--- config.mk ---
export PLATFORM = sky130hd
export DESIGN_NAME = lcm_init_seq
export DESIGN_NICKNAME = d
export VERILOG_FILES = /design/src/rtl/lcm_init_seq.sv
export SDC_FILE = /design/constraint.sdc
export NUM_CORES = 1
export LEC_CHECK = 0
export ABC_AREA = 1
export CORE_AREA = 2 2 100 102
export CTS_CLUSTER_SIZE = 24
export DETAILED_ROUTE_END_ITERATION = 6
export DIE_AREA = 0 0 102 104
export PLACE_DENSITY = 0.76
export SYNTH_ARGS = -nofsm -noshare
export SYNTH_HDL_FRONTEND = slang
export SYNTH_SLANG_ARGS = --single-unit
export TNS_END_PERCENT = 1
--- constraint.sdc ---
create_clock -name i_clk -period 1.9 [get_ports i_clk]
set_clock_uncertainty 0.1 [all_clocks]
set_input_delay 0.38 -clock i_clk [delete_from_list [all_inputs] [get_ports i_clk]]
set_output_delay 0.38 -clock i_clk [all_outputs]
set_load 0.02 [all_outputs]
--- src/rtl/lcm_init_seq.sv ---
// lcm_init_seq
//   Walks the LCM init-parameter ROM from address 0 and turns its records
//   into byte-streamed DSI command packets and timed millisecond delays.
//   Record format: LEN=0x00 ends the table, LEN=0xFF is a delay record whose
//   next byte is the wait in ms, any other LEN is a packet of LEN bytes.
//
// Ports
//   i_clk          system clock
//   i_rst          synchronous active-high reset
//   i_start        single-cycle pulse, starts the sequence at address 0
//   o_rom_addr     ROM read address
//   i_rom_rd_data  ROM read data, valid ROM_LAT cycles after o_rom_addr changes
//   o_pkt_valid    o_pkt_data holds a valid byte
//   i_pkt_ready    downstream accepts the byte when valid & ready
//   o_pkt_data     packet byte (first byte is the DCS command)
//   o_pkt_sop      first byte of a packet
//   o_pkt_eop      last byte of a packet
//   o_busy         sequence in progress
//   o_done         sticky, table end reached (also set on overrun)
//   o_err          sticky, address overrun before the end record
module lcm_init_seq #(
  parameter int ADDR_WIDTH = 10,
  parameter int DATA_WIDTH = 8,
  parameter int ROM_LAT    = 1,
  parameter int CLK_PER_MS = 50000,
  parameter int MS_WIDTH   = 8
) (
  input  logic                  i_clk,
  input  logic                  i_rst,
  input  logic                  i_start,
  output logic [ADDR_WIDTH-1:0] o_rom_addr,
  input  logic [DATA_WIDTH-1:0] i_rom_rd_data,
  output logic                  o_pkt_valid,
  input  logic                  i_pkt_ready,
  output logic [DATA_WIDTH-1:0] o_pkt_data,
  output logic                  o_pkt_sop,
  output logic                  o_pkt_eop,
  output logic                  o_busy,
  output logic                  o_done,
  output logic                  o_err
);

  localparam int CYC_W = (CLK_PER_MS > 1) ? $clog2(CLK_PER_MS) : 1;
  localparam int LAT_W = 2;
  localparam logic [CYC_W-1:0]      CYC_RELOAD = CYC_W'(CLK_PER_MS - 1);
  localparam logic [CYC_W-1:0]      CYC_ZERO   = {CYC_W{1'b0}};
  localparam logic [CYC_W-1:0]      CYC_ONE    = CYC_W'(1);
  localparam logic [LAT_W-1:0]      LAT_LAST   = LAT_W'(ROM_LAT - 1);
  localparam logic [LAT_W-1:0]      LAT_ZERO   = {LAT_W{1'b0}};
  localparam logic [LAT_W-1:0]      LAT_ONE    = LAT_W'(1);
  localparam logic [DATA_WIDTH-1:0] LEN_END    = {DATA_WIDTH{1'b0}};
  localparam logic [DATA_WIDTH-1:0] LEN_DLY    = {DATA_WIDTH{1'b1}};
  localparam logic [MS_WIDTH-1:0]   MS_ZERO    = {MS_WIDTH{1'b0}};
  localparam logic [MS_WIDTH-1:0]   MS_ONE     = MS_WIDTH'(1);
  localparam logic [ADDR_WIDTH:0]   ADDR_ZERO  = {(ADDR_WIDTH+1){1'b0}};
  localparam logic [ADDR_WIDTH:0]   ADDR_ONE   = (ADDR_WIDTH+1)'(1);

  typedef enum logic [2:0] {
    S_IDLE    = 3'd0,
    S_RD_HDR  = 3'd1,
    S_DECODE  = 3'd2,
    S_RD_BYTE = 3'd3,
    S_SEND    = 3'd4,
    S_RD_DLY  = 3'd5,
    S_DELAY   = 3'd6,
    S_FIN     = 3'd7
  } state_t;

  state_t                r_state;
  // One bit wider than the ROM address so a wrap past the last entry is visible.
  logic [ADDR_WIDTH:0]   r_addr;
  logic [LAT_W-1:0]      r_lat;
  logic [DATA_WIDTH-1:0] r_hdr;
  logic [7:0]            r_remain;
  logic                  r_first;
  logic [MS_WIDTH-1:0]   r_ms;
  logic [CYC_W-1:0]      r_cyc;
  logic                  r_valid;
  logic [DATA_WIDTH-1:0] r_data;
  logic                  r_sop;
  logic                  r_eop;
  logic                  r_busy;
  logic                  r_done;
  logic                  r_err;

  logic                  w_rd_last;
  logic                  w_ovr;
  logic [ADDR_WIDTH:0]   w_addr_nxt;
  logic                  w_nxt_ovr;
  logic [MS_WIDTH-1:0]   w_ms_in;

  assign w_rd_last  = (r_lat == LAT_LAST);
  assign w_ovr      = r_addr[ADDR_WIDTH];
  assign w_addr_nxt = r_addr + ADDR_ONE;
  assign w_nxt_ovr  = w_addr_nxt[ADDR_WIDTH];
  assign w_ms_in    = MS_WIDTH'(i_rom_rd_data);

  // Sequencer FSM: ROM reads, record decode, byte handshake and delay timing.
  // An overrun check guards every transition into a read state, so the read
  // at the wrapped address is never issued.
  always_ff @(posedge i_clk) begin
    if (i_rst) begin
      r_state  <= S_IDLE;
      r_addr   <= ADDR_ZERO;
      r_lat    <= LAT_ZERO;
      r_hdr    <= LEN_END;
      r_remain <= 8'd0;
      r_first  <= 1'b0;
      r_ms     <= MS_ZERO;
      r_cyc    <= CYC_ZERO;
      r_valid  <= 1'b0;
      r_data   <= {DATA_WIDTH{1'b0}};
      r_sop    <= 1'b0;
      r_eop    <= 1'b0;
      r_busy   <= 1'b0;
      r_done   <= 1'b0;
      r_err    <= 1'b0;
    end else begin
      case (r_state)
        S_IDLE, S_FIN: begin
          if (i_start) begin
            r_addr  <= ADDR_ZERO;
            r_lat   <= LAT_ZERO;
            r_busy  <= 1'b1;
            r_done  <= 1'b0;
            r_err   <= 1'b0;
            r_state <= S_RD_HDR;
          end
        end
        S_RD_HDR: begin
          if (w_rd_last) begin
            r_hdr   <= i_rom_rd_data;
            r_addr  <= w_addr_nxt;
            r_lat   <= LAT_ZERO;
            r_state <= S_DECODE;
          end else begin
            r_lat <= r_lat + LAT_ONE;
          end
        end
        S_DECODE: begin
          if (r_hdr == LEN_END) begin
            r_busy  <= 1'b0;
            r_done  <= 1'b1;
            r_state <= S_FIN;
          end else if (w_ovr) begin
            r_err   <= 1'b1;
            r_busy  <= 1'b0;
            r_done  <= 1'b1;
            r_state <= S_FIN;
          end else if (r_hdr == LEN_DLY) begin
            r_state <= S_RD_DLY;
          end else begin
            r_remain <= 8'(r_hdr);
            r_first  <= 1'b1;
            r_state  <= S_RD_BYTE;
          end
        end
        S_RD_BYTE: begin
          if (w_rd_last) begin
            r_valid <= 1'b1;
            r_data  <= i_rom_rd_data;
            r_sop   <= r_first;
            r_eop   <= (r_remain == 8'd1);
            r_first <= 1'b0;
            r_addr  <= w_addr_nxt;
            r_lat   <= LAT_ZERO;
            r_state <= S_SEND;
          end else begin
            r_lat <= r_lat + LAT_ONE;
          end
        end
        S_SEND: begin
          if (i_pkt_ready) begin
            r_valid  <= 1'b0;
            r_sop    <= 1'b0;
            r_eop    <= 1'b0;
            r_remain <= r_remain - 8'd1;
            if (w_ovr) begin
              r_err   <= 1'b1;
              r_busy  <= 1'b0;
              r_done  <= 1'b1;
              r_state <= S_FIN;
            end else if (r_remain == 8'd1) begin
              r_state <= S_RD_HDR;
            end else begin
              r_state <= S_RD_BYTE;
            end
          end
        end
        S_RD_DLY: begin
          if (w_rd_last) begin
            r_addr <= w_addr_nxt;
            r_lat  <= LAT_ZERO;
            r_ms   <= w_ms_in;
            r_cyc  <= CYC_RELOAD;
            if (w_ms_in != MS_ZERO) begin
              r_state <= S_DELAY;
            end else if (w_nxt_ovr) begin
              r_err   <= 1'b1;
              r_busy  <= 1'b0;
              r_done  <= 1'b1;
              r_state <= S_FIN;
            end else begin
              r_state <= S_RD_HDR;
            end
          end else begin
            r_lat <= r_lat + LAT_ONE;
          end
        end
        S_DELAY: begin
          // r_ms counts the ms still to run including the current one, so the
          // state lasts exactly D*CLK_PER_MS cycles.
          if (r_cyc != CYC_ZERO) begin
            r_cyc <= r_cyc - CYC_ONE;
          end else if (r_ms != MS_ONE) begin
            r_ms  <= r_ms - MS_ONE;
            r_cyc <= CYC_RELOAD;
          end else if (w_ovr) begin
            r_err   <= 1'b1;
            r_busy  <= 1'b0;
            r_done  <= 1'b1;
            r_state <= S_FIN;
          end else begin
            r_state <= S_RD_HDR;
          end
        end
        default: begin
          r_state <= S_IDLE;
        end
      endcase
    end
  end

  assign o_rom_addr  = r_addr[ADDR_WIDTH-1:0];
  assign o_pkt_valid = r_valid;
  assign o_pkt_data  = r_data;
  assign o_pkt_sop   = r_sop;
  assign o_pkt_eop   = r_eop;
  assign o_busy      = r_busy;
  assign o_done      = r_done;
  assign o_err       = r_err;

endmodule

==> flow_summary.ini <==
[outcome]
status = complete, no violations

[die]
die-width_um = 102
rows = 36
die-area_mm2 = 0.01061
core_area_mm2 = 0.009549
die_h_um = 104
initial_core_util = 0.4387
io-pin-count = 36

[power_and_ir_drop]
p_total_mw = 6.692
pwr_density_cell_mw_per_mm2 = 1317
irDropWorstVdd_v = 0.0007339
power_leakage_nw = 2.293

[detailed_routing]
drt.antenna.violating_nets = 0
finalWirelength_mm = 10.57
detail_route.drc_violations = 0
detail_route.vias_per_cell = 5.140
initialDrtViolationCount = 195
wl_per_cell_um = 12.80
pre_repair_dr_iteration_count = 5
count_of_vias_placed_by_the_detailed_router = 4246

[synthesis]
synth-edff-count = 0
synthesis.nets = 655
postSynthAreaPerCell_um2 = 6.607
ys.flop_type = sky130_fd_sc_hd__dfxtp_1
synth-seq-cells = 71
syn-instance-count = 634
mappedNetlistArea_mm2 = 0.004189
netlist-cell-type-count = 41
yosysWarningCount = 0
synth-seq-area-share = 0.3393
fraction_of_synthesis_flops_using_an_asynchronous_set_or_reset_pin = 0

[setup_path]
arrival_ns = 1.37
crit_path_max_incr_delay_ns = 0.62
regToRegSetupSlack_ns = 0.10
r2r_end = r_state[2]$_SDFFE_PP0P_
timing.critical_path.required_ns = 1.42
cp_max_fo = 2
cp_cell_sequence = clkdlybuf4s50_1
cp-end-kind = output port
timing.reg2reg.worst_path_depth = 10
worst_path_dominant_cell_family = buffers and inverters
path_buf_inv = 1
crit_path_start_kind = register
worstSetupPathType = reg2out
slowest_stage = sky130_fd_sc_hd__clkdlybuf4s50_1
rr_startpoint = r_state[0]$_SDFFE_PP0P_

[sta]
timing.final.crit_share = 0.9761
finalMaxSlewViolations = 0
worst_slew_margin_relative_to_its_limit = 0.7086
slew_at_the_pin_closest_to_its_max_slew_limit_ns = 0.4367
timing.final.crit_period_ns = 1.855
hold_violations = 0
finalWorstSetupSlack_ns = 0.04547
max_freq_mhz = 539.2
finalSetupTns_ns = 0
rsz0062_at_grt = yes
number_of_setup_violations_in_the_final_report = 0

[global_routing]
grt_first_pass_wirelength_mm = 17.95
grt_antenna_before_repair = 0
grt_pass1_vias = 4028
grt_start_max_net_pins = 24
global_route.overflow_total = 0
grt_usage = 0.2096

[placed_design]
dpl_worst_slack_ns = -0.1478
io_buffer_count = 35
routabilityCongestion = 0.9006
dpl.hpwl_mm = 7.788
placed_cells_incl_taps = 810

[layout]
multi_input_comb_area_mm2 = 0.002341
drive_above_1_share = 0.1371
sequential_cell_area_mm2 = 0.001424
fin_cells = 826
fillCellCount = 929
p_r_area_growth_vs_syn_pct = 21.30
finish.net_count = 709
insertedDiodeCount = 0

[clock_tree]
clock_path_buffers = 2
cts_tree = yes
worst_skew_pair.late_latency_ns = 0.37
cts-root-buf = sky130_fd_sc_hd__clkbuf_8
cts.hold.buffers_added = 0
cts_made_buffers = 9
post_cts_buffers = 0
tritoncts_num_sinks = 71
cts_htree_levels = 3
cts.clk_slew.worst_paths_ns = 0.08

[hold_path]
worst_hold_startpoint = r_first$_SDFFE_PP0P_
whs_endpoint = r_first$_SDFFE_PP0P_
worstHoldPathCells = 2
worstHoldPathType = reg2reg

[job]
max_cap_violations = 0
power breakdown:
| part | switching, mW | internal [mW] |
|---|---|---|
| Sequential | 0.253 | 1.80 |
| Combinational | 2.03 | 1.24 |
| Clock | 0.598 | 0.770 |
| Total | 2.89 | 3.81 |
cells in the mapped netlist (4+ instances only):
cell type | count | area (um^2)
sky130_fd_sc_hd__nand2_4 | 7 | 78.83
sky130_fd_sc_hd__nand2_1 | 131 | 491.7
sky130_fd_sc_hd__buf_4 | 11 | 82.58
sky130_fd_sc_hd__clkbuf_1 | 6 | 22.52
sky130_fd_sc_hd__inv_1 | 68 | 255.2
sky130_fd_sc_hd__nand4_1 | 8 | 50.05
sky130_fd_sc_hd__xor2_1 | 4 | 35.03
sky130_fd_sc_hd__nor2_1 | 98 | 367.9
sky130_fd_sc_hd__nand3_1 | 47 | 235.2
sky130_fd_sc_hd__a21oi_1 | 52 | 260.3
sky130_fd_sc_hd__nand2_2 | 4 | 25.02
sky130_fd_sc_hd__o21ai_1 | 13 | 65.06
sky130_fd_sc_hd__clkinv_1 | 4 | 15.01
sky130_fd_sc_hd__ha_1 | 9 | 112.6
sky130_fd_sc_hd__buf_2 | 4 | 20.02
sky130_fd_sc_hd__inv_2 | 7 | 26.28
sky130_fd_sc_hd__o21ai_0 | 50 | 250.2
sky130_fd_sc_hd__dfxtp_1 | 71 | 1421
stage by stage:
step	utilization	area (um^2)	hold slack, ns
final	0.5321	5081	0.3566
after global routing	0.5321	5081	0.3865
after CTS	0.5266	5029	0.3633
after detailed placement	0.5039	4812	0.3467
after global placement	0.5039	4812	0.3408
after floorplan	-	4189	0.3262
placed cells by master (no fill, tap or decap), drive strengths merged, types with 2 or more instances in the layout:
| cell type | count |
|---|---|
| nand4 | 8 |
| clkbuf | 10 |
| o211ai | 2 |
| bufinv | 2 |
| dlymetal6s2s | 6 |
| ha | 9 |
| nand3 | 48 |
| buf | 32 |
| a22oi | 2 |
| a21oi | 54 |
| inv | 76 |
| o21ai | 65 |
| nand2 | 143 |
| a211oi | 3 |
| nor3 | 2 |
| clkinv | 8 |
| clkdlybuf4s50 | 25 |
| nor2 | 106 |
| or2 | 3 |
| dfxtp | 71 |
| nor4 | 2 |
| xnor2 | 2 |
| xor2 | 4 |
| dlygate4sd2 | 4 |
worst reg2reg max path: stages, from the launching register on:
cell and delay [ns]:
sky130_fd_sc_hd__dfxtp_2 0.37, sky130_fd_sc_hd__inv_2 0.12, sky130_fd_sc_hd__nand2_2 0.12, sky130_fd_sc_hd__nor2_2 0.15
sky130_fd_sc_hd__buf_4 0.19, sky130_fd_sc_hd__inv_1 0.16, sky130_fd_sc_hd__o21ai_0 0.19, sky130_fd_sc_hd__inv_1 0.06
sky130_fd_sc_hd__nand4_1 0.09, sky130_fd_sc_hd__nand2_1 0.06, sky130_fd_sc_hd__a21oi_1 0.13
state kept, by name (all words and copies together), names as in the netlist, 2 cells and up:
name and cells:
r_cyc 16, r_remain 8, r_addr 11, o_pkt_data 8
r_hdr 8, r_lat 2, r_ms 8, r_state 3
worst max path at each step:
stage,start,to,slack [ns],cells after the start
finish,o_pkt_data[6]$_SDFFE_PP0P_,o_pkt_data[6],0.05,1
floorplan,r_addr[0]$_SDFFE_PP0P_,o_done$_SDFFE_PP0P_,0.23,10
global route,r_state[0]$_SDFFE_PP0P_,r_state[2]$_SDFFE_PP0P_,-0.05,10
detailed placement,i_rom_rd_data[0],o_done$_SDFFE_PP0P_,-0.15,10
global placement,i_rom_rd_data[4],o_done$_SDFFE_PP0P_,-0.10,10
CTS,o_busy$_SDFFE_PP0P_,o_busy,0.002,1
metal layers:
| metal | vias to the layer above | part of all wire | global-route usage |
|---|---|---|---|
| li1 | 2147 | - | - |
| met1 | 1981 | 0.46 | 0.2731 |
| met2 | 91 | 0.47 | 0.3318 |
| met3 | 27 | 0.041 | 0.03696 |
| met4 | 0 | 0.027 | 0.1010 |
| met5 | - | 0 | 0 |
cell type report:
class | instances | area share
Multi-Input combinational cell | 459 | 0.4607
Sequential cell | 71 | 0.2802
Timing Repair Buffer | 67 | 0.1231
Inverter | 80 | 0.05959
Tap cell | 133 | 0.03275
Clock buffer | 10 | 0.02709
Clock inverter | 6 | 0.01650
timing repair:
item	CTS	global route
setup endpoints to repair	4	30
resized for setup	4	23
endpoints found under the hold margin	0	0
cloned	0	0
logic make-up (layout without fill, tap and decap cells):
group | Yosys count | count (layout) | synth area share
XOR/XNOR | 6 | 6 | 0.01254
buffers and inverters | 104 | 163 | 0.1102
AO/OA/AOI/OAI | 131 | 131 | 0.1720
AND/OR/NAND/NOR | 313 | 313 | 0.3390
adder cells (fa/ha/maj) | 9 | 9 | 0.02688
flip-flops | 71 | 71 | 0.3393
No activity file was read; power rests on OpenSTA's default activity.
